**src/rtl/pencere_denetleyici.sv**
```systemverilog
// Streaming 3x3 window scheduler: raster pixels in, one zero-padded window per pixel out, registered.
// The centre trails the newest input by IMG_W+1 pixels; input is stalled while a held window is unaccepted.
module pencere_denetleyici #(
    parameter int IMG_W = 320,
    parameter int IMG_H = 240,
    parameter int DW    = 8,
    parameter logic [DW-1:0] PAD = '0
) (
    input  logic          clk_i,
    input  logic          rst_i,
    input  logic          en_i,
    input  logic          basla_i,
    input  logic [DW-1:0] veri_i,
    input  logic          veri_gecerli_i,
    output logic          veri_hazir_o,
    output logic [DW-1:0] g0_o,
    output logic [DW-1:0] g1_o,
    output logic [DW-1:0] g2_o,
    output logic [DW-1:0] g3_o,
    output logic [DW-1:0] g4_o,
    output logic [DW-1:0] g5_o,
    output logic [DW-1:0] g6_o,
    output logic [DW-1:0] g7_o,
    output logic [DW-1:0] g8_o,
    output logic [DW-1:0] merkez_o,
    output logic          pencere_gecerli_o,
    input  logic          pencere_hazir_i,
    output logic          son_pencere_o,
    output logic          mesgul_o,
    output logic          bitti_o
);

    localparam int NPIX = IMG_W * IMG_H;
    localparam int SHN  = 2 * IMG_W + 2;
    localparam int SW   = $clog2(SHN + 1);
    localparam int CW   = $clog2(NPIX + 1);
    localparam int RW   = $clog2(IMG_H + 1);
    localparam int KW   = $clog2(IMG_W + 1);

    localparam logic [2:0] ST_BOSTA  = 3'd0;
    localparam logic [2:0] ST_DOLDUR = 3'd1;
    localparam logic [2:0] ST_AKIS   = 3'd2;
    localparam logic [2:0] ST_BOSALT = 3'd3;
    localparam logic [2:0] ST_BITTI  = 3'd4;

    logic [2:0]               state_q, state_d;
    logic [CW-1:0]            in_cnt_q, in_cnt_d;
    logic [RW-1:0]            row_q, row_d;
    logic [KW-1:0]            col_q, col_d;
    logic                     vld_q, vld_d;
    logic                     son_q, son_d;
    logic [8:0][DW-1:0]       win_q, win_d;
    logic [SHN-1:0][DW-1:0]   sh_q, sh_d;

    logic                     hazir, kabul, cikis, uret_bosalt, uret, kaydir;
    logic [DW-1:0]            yeni;
    logic [SHN:0][DW-1:0]     src;
    logic [8:0][DW-1:0]       tap;
    logic                     tap_ok;
    logic                     satir_ust, satir_alt, sutun_sol, sutun_sag, son_konum;

    // Tap t sits at (t/3-1, t%3-1) around the centre; src[0] is the newest pixel.
    function automatic int tap_idx(input int t);
        return IMG_W + 1 - ((t / 3) - 1) * IMG_W - ((t % 3) - 1);
    endfunction

    assign hazir       = en_i && ((state_q == ST_DOLDUR) ||
                         ((state_q == ST_AKIS) && (!vld_q || pencere_hazir_i)));
    assign kabul       = hazir && veri_gecerli_i;
    assign cikis       = en_i && vld_q && pencere_hazir_i;
    assign uret_bosalt = en_i && (state_q == ST_BOSALT) && (!vld_q || pencere_hazir_i)
                         && !(vld_q && son_q);
    assign uret        = (kabul && (state_q == ST_AKIS)) || uret_bosalt;
    assign kaydir      = kabul || uret_bosalt;
    assign yeni        = (state_q == ST_BOSALT) ? PAD : veri_i;
    assign src         = {sh_q, yeni};

    // Edge masks come from the centre counters, so stale or wrapped buffer data never shows.
    assign satir_ust = (row_q != '0);
    assign satir_alt = (row_q != RW'(IMG_H - 1));
    assign sutun_sol = (col_q != '0);
    assign sutun_sag = (col_q != KW'(IMG_W - 1));
    assign son_konum = !satir_alt && !sutun_sag;

    always_comb begin
        tap    = '0;
        tap_ok = 1'b0;
        for (int t = 0; t < 9; t++) begin
            tap_ok = 1'b1;
            if (t < 3)       tap_ok = tap_ok && satir_ust;
            if (t >= 6)      tap_ok = tap_ok && satir_alt;
            if (t % 3 == 0)  tap_ok = tap_ok && sutun_sol;
            if (t % 3 == 2)  tap_ok = tap_ok && sutun_sag;
            tap[t] = tap_ok ? src[SW'(tap_idx(t))] : PAD;
        end
    end

    always_comb begin
        state_d  = state_q;
        in_cnt_d = in_cnt_q;
        row_d    = row_q;
        col_d    = col_q;
        vld_d    = vld_q;
        son_d    = son_q;
        win_d    = win_q;
        sh_d     = sh_q;

        if (kaydir) begin
            sh_d = src[SHN-1:0];
        end

        if (cikis) begin
            vld_d = 1'b0;
            son_d = 1'b0;
        end

        if (uret) begin
            vld_d = 1'b1;
            win_d = tap;
            son_d = son_konum;
            if (!sutun_sag) begin
                col_d = '0;
                row_d = row_q + 1'b1;
            end else begin
                col_d = col_q + 1'b1;
            end
        end

        case (state_q)
            ST_BOSTA: begin
                if (en_i && basla_i) begin
                    state_d  = ST_DOLDUR;
                    in_cnt_d = '0;
                    row_d    = '0;
                    col_d    = '0;
                    vld_d    = 1'b0;
                    son_d    = 1'b0;
                end
            end
            ST_DOLDUR: begin
                if (kabul) begin
                    in_cnt_d = in_cnt_q + 1'b1;
                    if (in_cnt_q == CW'(IMG_W)) state_d = ST_AKIS;
                end
            end
            ST_AKIS: begin
                if (kabul) begin
                    in_cnt_d = in_cnt_q + 1'b1;
                    if (in_cnt_q == CW'(NPIX - 1)) state_d = ST_BOSALT;
                end
            end
            ST_BOSALT: begin
                if (cikis && son_q) state_d = ST_BITTI;
            end
            ST_BITTI: begin
                if (en_i) state_d = ST_BOSTA;
            end
            default: state_d = ST_BOSTA;
        endcase
    end

    always_ff @(posedge clk_i or posedge rst_i) begin
        if (rst_i) begin
            state_q  <= ST_BOSTA;
            in_cnt_q <= '0;
            row_q    <= '0;
            col_q    <= '0;
            vld_q    <= 1'b0;
            son_q    <= 1'b0;
            win_q    <= '0;
        end else begin
            state_q  <= state_d;
            in_cnt_q <= in_cnt_d;
            row_q    <= row_d;
            col_q    <= col_d;
            vld_q    <= vld_d;
            son_q    <= son_d;
            win_q    <= win_d;
        end
    end

    // Row buffer holds data only; padding makes a reset of it unnecessary.
    always_ff @(posedge clk_i) begin
        sh_q <= sh_d;
    end

    assign veri_hazir_o      = hazir;
    assign g0_o              = win_q[0];
    assign g1_o              = win_q[1];
    assign g2_o              = win_q[2];
    assign g3_o              = win_q[3];
    assign g4_o              = win_q[4];
    assign g5_o              = win_q[5];
    assign g6_o              = win_q[6];
    assign g7_o              = win_q[7];
    assign g8_o              = win_q[8];
    assign merkez_o          = win_q[4];
    assign pencere_gecerli_o = vld_q;
    assign son_pencere_o     = son_q;
    assign mesgul_o          = (state_q == ST_DOLDUR) || (state_q == ST_AKIS) || (state_q == ST_BOSALT);
    assign bitti_o           = (state_q == ST_BITTI);

endmodule

```
**config.mk**
```make
export PLATFORM = sky130hd
export DESIGN_NAME = pencere_denetleyici
export DESIGN_NICKNAME = d
export VERILOG_FILES = /design/src/rtl/pencere_denetleyici.sv
export SDC_FILE = /design/constraint.sdc
export NUM_CORES = 2
export LEC_CHECK = 0
export CORE_ASPECT_RATIO = 0.7
export CORE_MARGIN = 1.5
export CORE_UTILIZATION = 65
export DETAILED_ROUTE_END_ITERATION = 6
export DONT_BUFFER_PORTS = 1
export PLACE_DENSITY = 0.82
export SLEW_MARGIN = 5
export SYNTH_ARGS = -nofsm -noshare
export SYNTH_HDL_FRONTEND = slang
export SYNTH_SLANG_ARGS = --single-unit
```
**constraint.sdc**
```tcl
create_clock -name clk_i -period 357.8 [get_ports clk_i]
set_clock_uncertainty 0.15 [all_clocks]
set_input_delay 71.56 -clock clk_i [delete_from_list [all_inputs] [get_ports clk_i]]
set_output_delay 71.56 -clock clk_i [all_outputs]
set_load 0.01 [all_outputs]
```
# Word level (Yosys, flattened, before mapping)
# Index checks and enable logic that the tools add are counted.
[totals]
wordCells = 426
inputBits = 14
output_inout_bits = 85
ff_bits = 2687
[classes]
n_mux = 36
n_addsub = 3
reduce_logical = 34
eq_ne = 16
[op_table]
columns = ["operator", "n"]
rows = [
  ["2-to-1 mux 8 bit", 13],
  ["2-to-1 mux 9 bit", 4],
  ["2-to-1 mux 17 bit", 2],
  ["case mux 17 bit (2 select lines)", 1],
  ["2-to-1 mux 3 bit", 7],
  ["adder 17 x 1 -> 17 bit (second input constant)", 1],
  ["== test 17 bit (second input constant)", 1],
  ["== test 17 x 9 -> 1 bit (second input constant)", 1],
  ["logical AND 1 bit", 17],
  ["case mux 3 bit (5 select lines)", 1],
  ["inequality test 2 bit (second input constant)", 5],
  ["adder 9 x 1 -> 9 bit (second input constant)", 1],
  ["inequality test 9 bit (second input constant)", 1],
  ["nonzero test 9 bit", 1],
  ["adder 8 x 1 -> 8 bit (second input constant)", 1],
  ["2-to-1 mux 1 bit", 8],
  ["inequality test 8 bit (second input constant)", 1],
  ["nonzero test 8 bit", 1],
  ["AND reduction 7 bit", 1],
  ["== test 3 x 2 -> 1 bit (second input constant)", 2],
  ["logical OR 1 bit", 6],
  ["inequality test 2 x 1 -> 1 bit (second input constant)", 3],
  ["zero test 1 bit", 4],
  ["== test 3 x 1 -> 1 bit (second input constant)", 1],
  ["other kinds (5)", 5],
]

# Longest topological paths before layout
[logic_depth]
word_depth = 11
mapped_depth = 7
mapped_depth_nobuf = 6

# Worst setup path before layout
# OpenSTA, ideal clock, no wires.
[synth_path]
path_kind = "in2reg"
from = "input port en_i"
to = "register sh_q[0] in the netlist's numbering (enable)"
setup_ns = 6.445
arrival_ns = 196.425
setup_slack_ns = 154.779
t_required_ns = 351.205
stages = 3
n_path_buf = 1
cell_sequence = "buf_2 > nand3b_1 > o22ai_1"
[synth_via]
elab_chain_len = 4
elab_cells_between_ends = 6
cone_classes = "6 x reduce/logical"
[synth_rtl]
columns = ["element", "line_no", "rtl"]
rows = [
  ["from (decl)", "11", "input logic en_i,"],
  ["logical AND 1 bit (2 in series)", "71", "assign uret_bosalt = en_i && (state_q == ST_BOSALT) && (!vld_q || pencere_hazir_i)"],
  ["logical AND 1 bit", "72", "&& !(vld_q && son_q);"],
  ["logical OR 1 bit (*)", "74", "assign kaydir = kabul || uret_bosalt;"],
  ["via kaydir", "55", "logic hazir, kabul, cikis, uret_bosalt, uret, kaydir;"],
  ["to (signal assigned)", "184", "sh_q <= sh_d;"],
  ["to (decl)", "53", "logic [SHN-1:0][DW-1:0] sh_q, sh_d;"],
]
# Mark *: on every way through the listed nets, which the timed path passes. The rest lies on a longest branch.
# A chain may end at the register's enable or synchronous reset.

# Worst setup path in the final report
[layout_path]
from = "input port pencere_hazir_i"
to = "output port veri_hazir_o"
[layout_via]
elab_chain_len = 4
[layout_rtl]
columns = ["element", "line_no", "rtl"]
rows = [
  ["from (decl)", "27", "input logic pencere_hazir_i,"],
  ["logical OR 1 bit", "68", "((state_q == ST_AKIS) && (!vld_q || pencere_hazir_i)));"],
  ["logical AND 1 bit", "68", ""],
  ["logical OR 1 bit", "67", "assign hazir = en_i && ((state_q == ST_DOLDUR) ||"],
  ["logical AND 1 bit", "67", ""],
  ["to (decl)", "15", "output logic veri_hazir_o,"],
]
# No other way between the ends.

==> impl_results.md <==
- Status: finished clean
- Yosys warning total: 0
- Crit path capture: veri_hazir_o
- Critical path fanouts, max: 23
- Measured slew at the worst slew-check pin: 1240 ps
- Core footprint: 124000 sq um
- Top-count cell post-synth: edfxtp_1
- Endpoints failing hold: 0
- Mapped cell area: 81900 sq um
- Vias in the first global route: 30000
- Power per cell area: 6.72 nW/um^2
- Ratio of cells with drive above 1 in the final layout: 9.63%
- Clk root buf: clkbuf_16
- Post-Syn Instances: 3071
- Critical setup path kind: in2out
- Clock insertion delay at the later pin of the skew report: 820 ps
- Gpl congestion: 0.759
- Synth-to-Final Area Change: 10.7%
- CTS clk-pin slew, worst paths: 80 ps
- Initial antenna violation count: 1
- EDFF count, synth: 2576
- Worst Hold Slack: 251 ps
- Post-CTS Setup Bufs: 0
- FF+latch count, synth: 2663
- Ys async rst share: 3.27%
- Fin cells: 5099
- ANT cells: 0
- Synth top area cells: edfxtp_1 (94%), dfrtp_1 (2.7%), nand2_1 (0.44%), buf_4 (0.29%), nand3_1 (0.25%)
- Pre-antenna DRT Iters: 7
- Placed cells: 4712
- Reg2reg setup slack: 347580 ps
- Gr ovfl total: 0
- Max Clock Freq: 6.92 MHz
- Seq/Total Area, Yosys: 97.1%
- Worst Setup End Kind: output pin
- Critical Path RT: 286090 ps
- # DRC: 0
- Dominant cell type by area after synthesis: edfxtp_1
- Yosys cell types: 48
- Critical Path AT: 72780 ps
- # setup viols final: 0
- Largest net degree at the start of global routing: 216
- # resized after CTS: 0
- Final WL: 134000 microns
- Worst slew margin: 17.5%
- Maximum clock insertion buffer count: 3
- First-pass GRT wire length: 202000 microns
- Origin of the critical flop-to-flop path: state_q[2]
- Via density: 5.85
- Post-DP HPWL: 53500 microns
- VDD IR-drop max: 0.00000555 V
- Average wire per standard cell: 26.4 microns
- GRT Util Overall: 21.7%
- Final Max Slew Viols: 0
- Setup Total Neg Slack: 0 ps
- Chip width: 427 microns
- # nets final: 3291
- Post-route ant nets: 0
- DIE AREA: 128000 sq um
- R2r worst-path depth: 10
- CTS tree: yes
- Post-synth top area share: 94.5%
- Post-synth top cells: edfxtp_1 (2576), nand2_1 (97), dfrtp_1 (87), nand3_1 (41), buf_4 (32)
- Hold_buf cts: 0
- Chip height: 300 microns
- CP startpoint kind: input port
- Worst min path class: reg2reg
- WHS Path Cells: 0
- Starting Density: 65.8%
- Total CTS buffers: 208
- Port bufs: 0
- Total number of vias: 29800
- Initial DRC count: 3886
- Leakage: 29.3 nW
- Io pins: 99
- Final worst-path cycle share: 40.4%
- Setup crit start: pencere_hazir_i
- RSZ-0062 raised after global routing: no
- Min Tclk post-route: 144490 ps
- Max-cap violations: 0
- Row count: 108
- H-tree depth: 4
- Clk sink count: 2663
- Worst reg2reg endpoint: sh_q[1847]
- Synth Flop Type: edfxtp_1
- Mean Syn Cell Area: 26.7 sq um
-- layout make-up --
cell class	instances	area [sq um]
Tap cell	1650	2060
Multi-Input combinational cell	357	2050
Timing Repair Buffer	29	268
Inverter	13	51.3
Clock buffer	277	5620
Sequential cell	2663	79500
Fill cell	6286	33900
Clock inverter	110	1020
-- cell families (layout without fill, tap and decap cells) --
group                      after synthesis  count (layout)  synth area share, %
AOI/OAI and AO/OA                       89              89                0.715
adders and majority gates                5               5               0.0764
buffers and inverters                   74             429                0.504
DFF                                   2663            2663                 97.1
muxes                                   11              11                0.134
other                                    1              24              0.00458
and+or+nand+nor                        228             228                 1.43
-- sequential cells by signal, summed over array words and instances, names as in the netlist --
signal             cells
g6_o                   8
g7_o                   8
g5_o                   8
son_pencere_o          1
g4_o                   8
g3_o                   8
g8_o                   8
row_q                  8
in_cnt_q              17
pencere_gecerli_o      1
state_q                3
sh_q                2576
col_q                  9
-- how the worst min path moves through the flow --
stage / startpoint / endpoint / slack, ps
after global placement: sh_q[316] / sh_q[324] / 250
after floorplan: sh_q[992] / sh_q[1000] / 250
after detailed placement: sh_q[1081] / sh_q[1089] / 250
after global routing: sh_q[1467] / sh_q[1475] / 250
final: sh_q[386] / sh_q[394] / 250
after CTS: sh_q[390] / sh_q[398] / 250
-- per-layer routing --
layer  GRT usage [%]  share of wire, %
met1            32.6                42
met2            33.0                48
met3            4.24               6.4
met4            7.26               2.9
met5               0                 0
-- through the flow --
stage               area, sq um  power (W)  utilization (%)  setup WS [ps]
floorplan                 82000   0.000461                -         154780
global placement          84000   0.000380             67.5         213540
detailed placement        84000   0.000382             67.5         213480
CTS                       90600   0.000616             72.8         213380
global route              90600   0.000628             72.8         213270
finish                    90600   0.000609             72.8         213310
-- where the power goes --
group | switching [W] | total, W | internal, W | leakage (nW)
Combinational | 0.00000930 | 0.0000109 | 0.00000160 | 1.04
Clock | 0.000110 | 0.000232 | 0.000122 | 3.23
Sequential | 0.00000787 | 0.000366 | 0.000358 | 25.0
Total | 0.000127 | 0.000609 | 0.000482 | 29.3
-- cells in the final DEF (no fill, tap or decap), types with 5 or more instances in the layout --
cell        Yosys  layout
inv_1          13      12
or3_1           7       7
dfrtp_1        87      87
o31ai_1        10      10
clkbuf_1       21      57
bufinv_16       0      15
conb_1          1      24
nor3_1          5       5
nand2_1        97      97
ha_1            5       5
clkinvlp_4      0       9
clkinv_1        0      34
nor4b_1         6       6
clkinv_2        0      40
and2_1         10      10
clkinv_8        0       5
o21ai_0        23      23
or4_1          14      14
nor4_1          8       8
nand3_1        41      41
clkbuf_8        0       9
clkbuf_16       0     211
a22o_1         17      17
nand4_1         7       7
nor2_1          5       5
buf_4          32      25
edfxtp_1     2576    2576
mux2i_1        11      11
and3_1          5       5
a21oi_1        23      23
nand2b_1        7       7
-- worst max-delay path, stage by stage --
cell and delay, ps:
nor2b_1 250, o21a_1 770, nor3_1 200
Power figures use the tool's default switching activity.
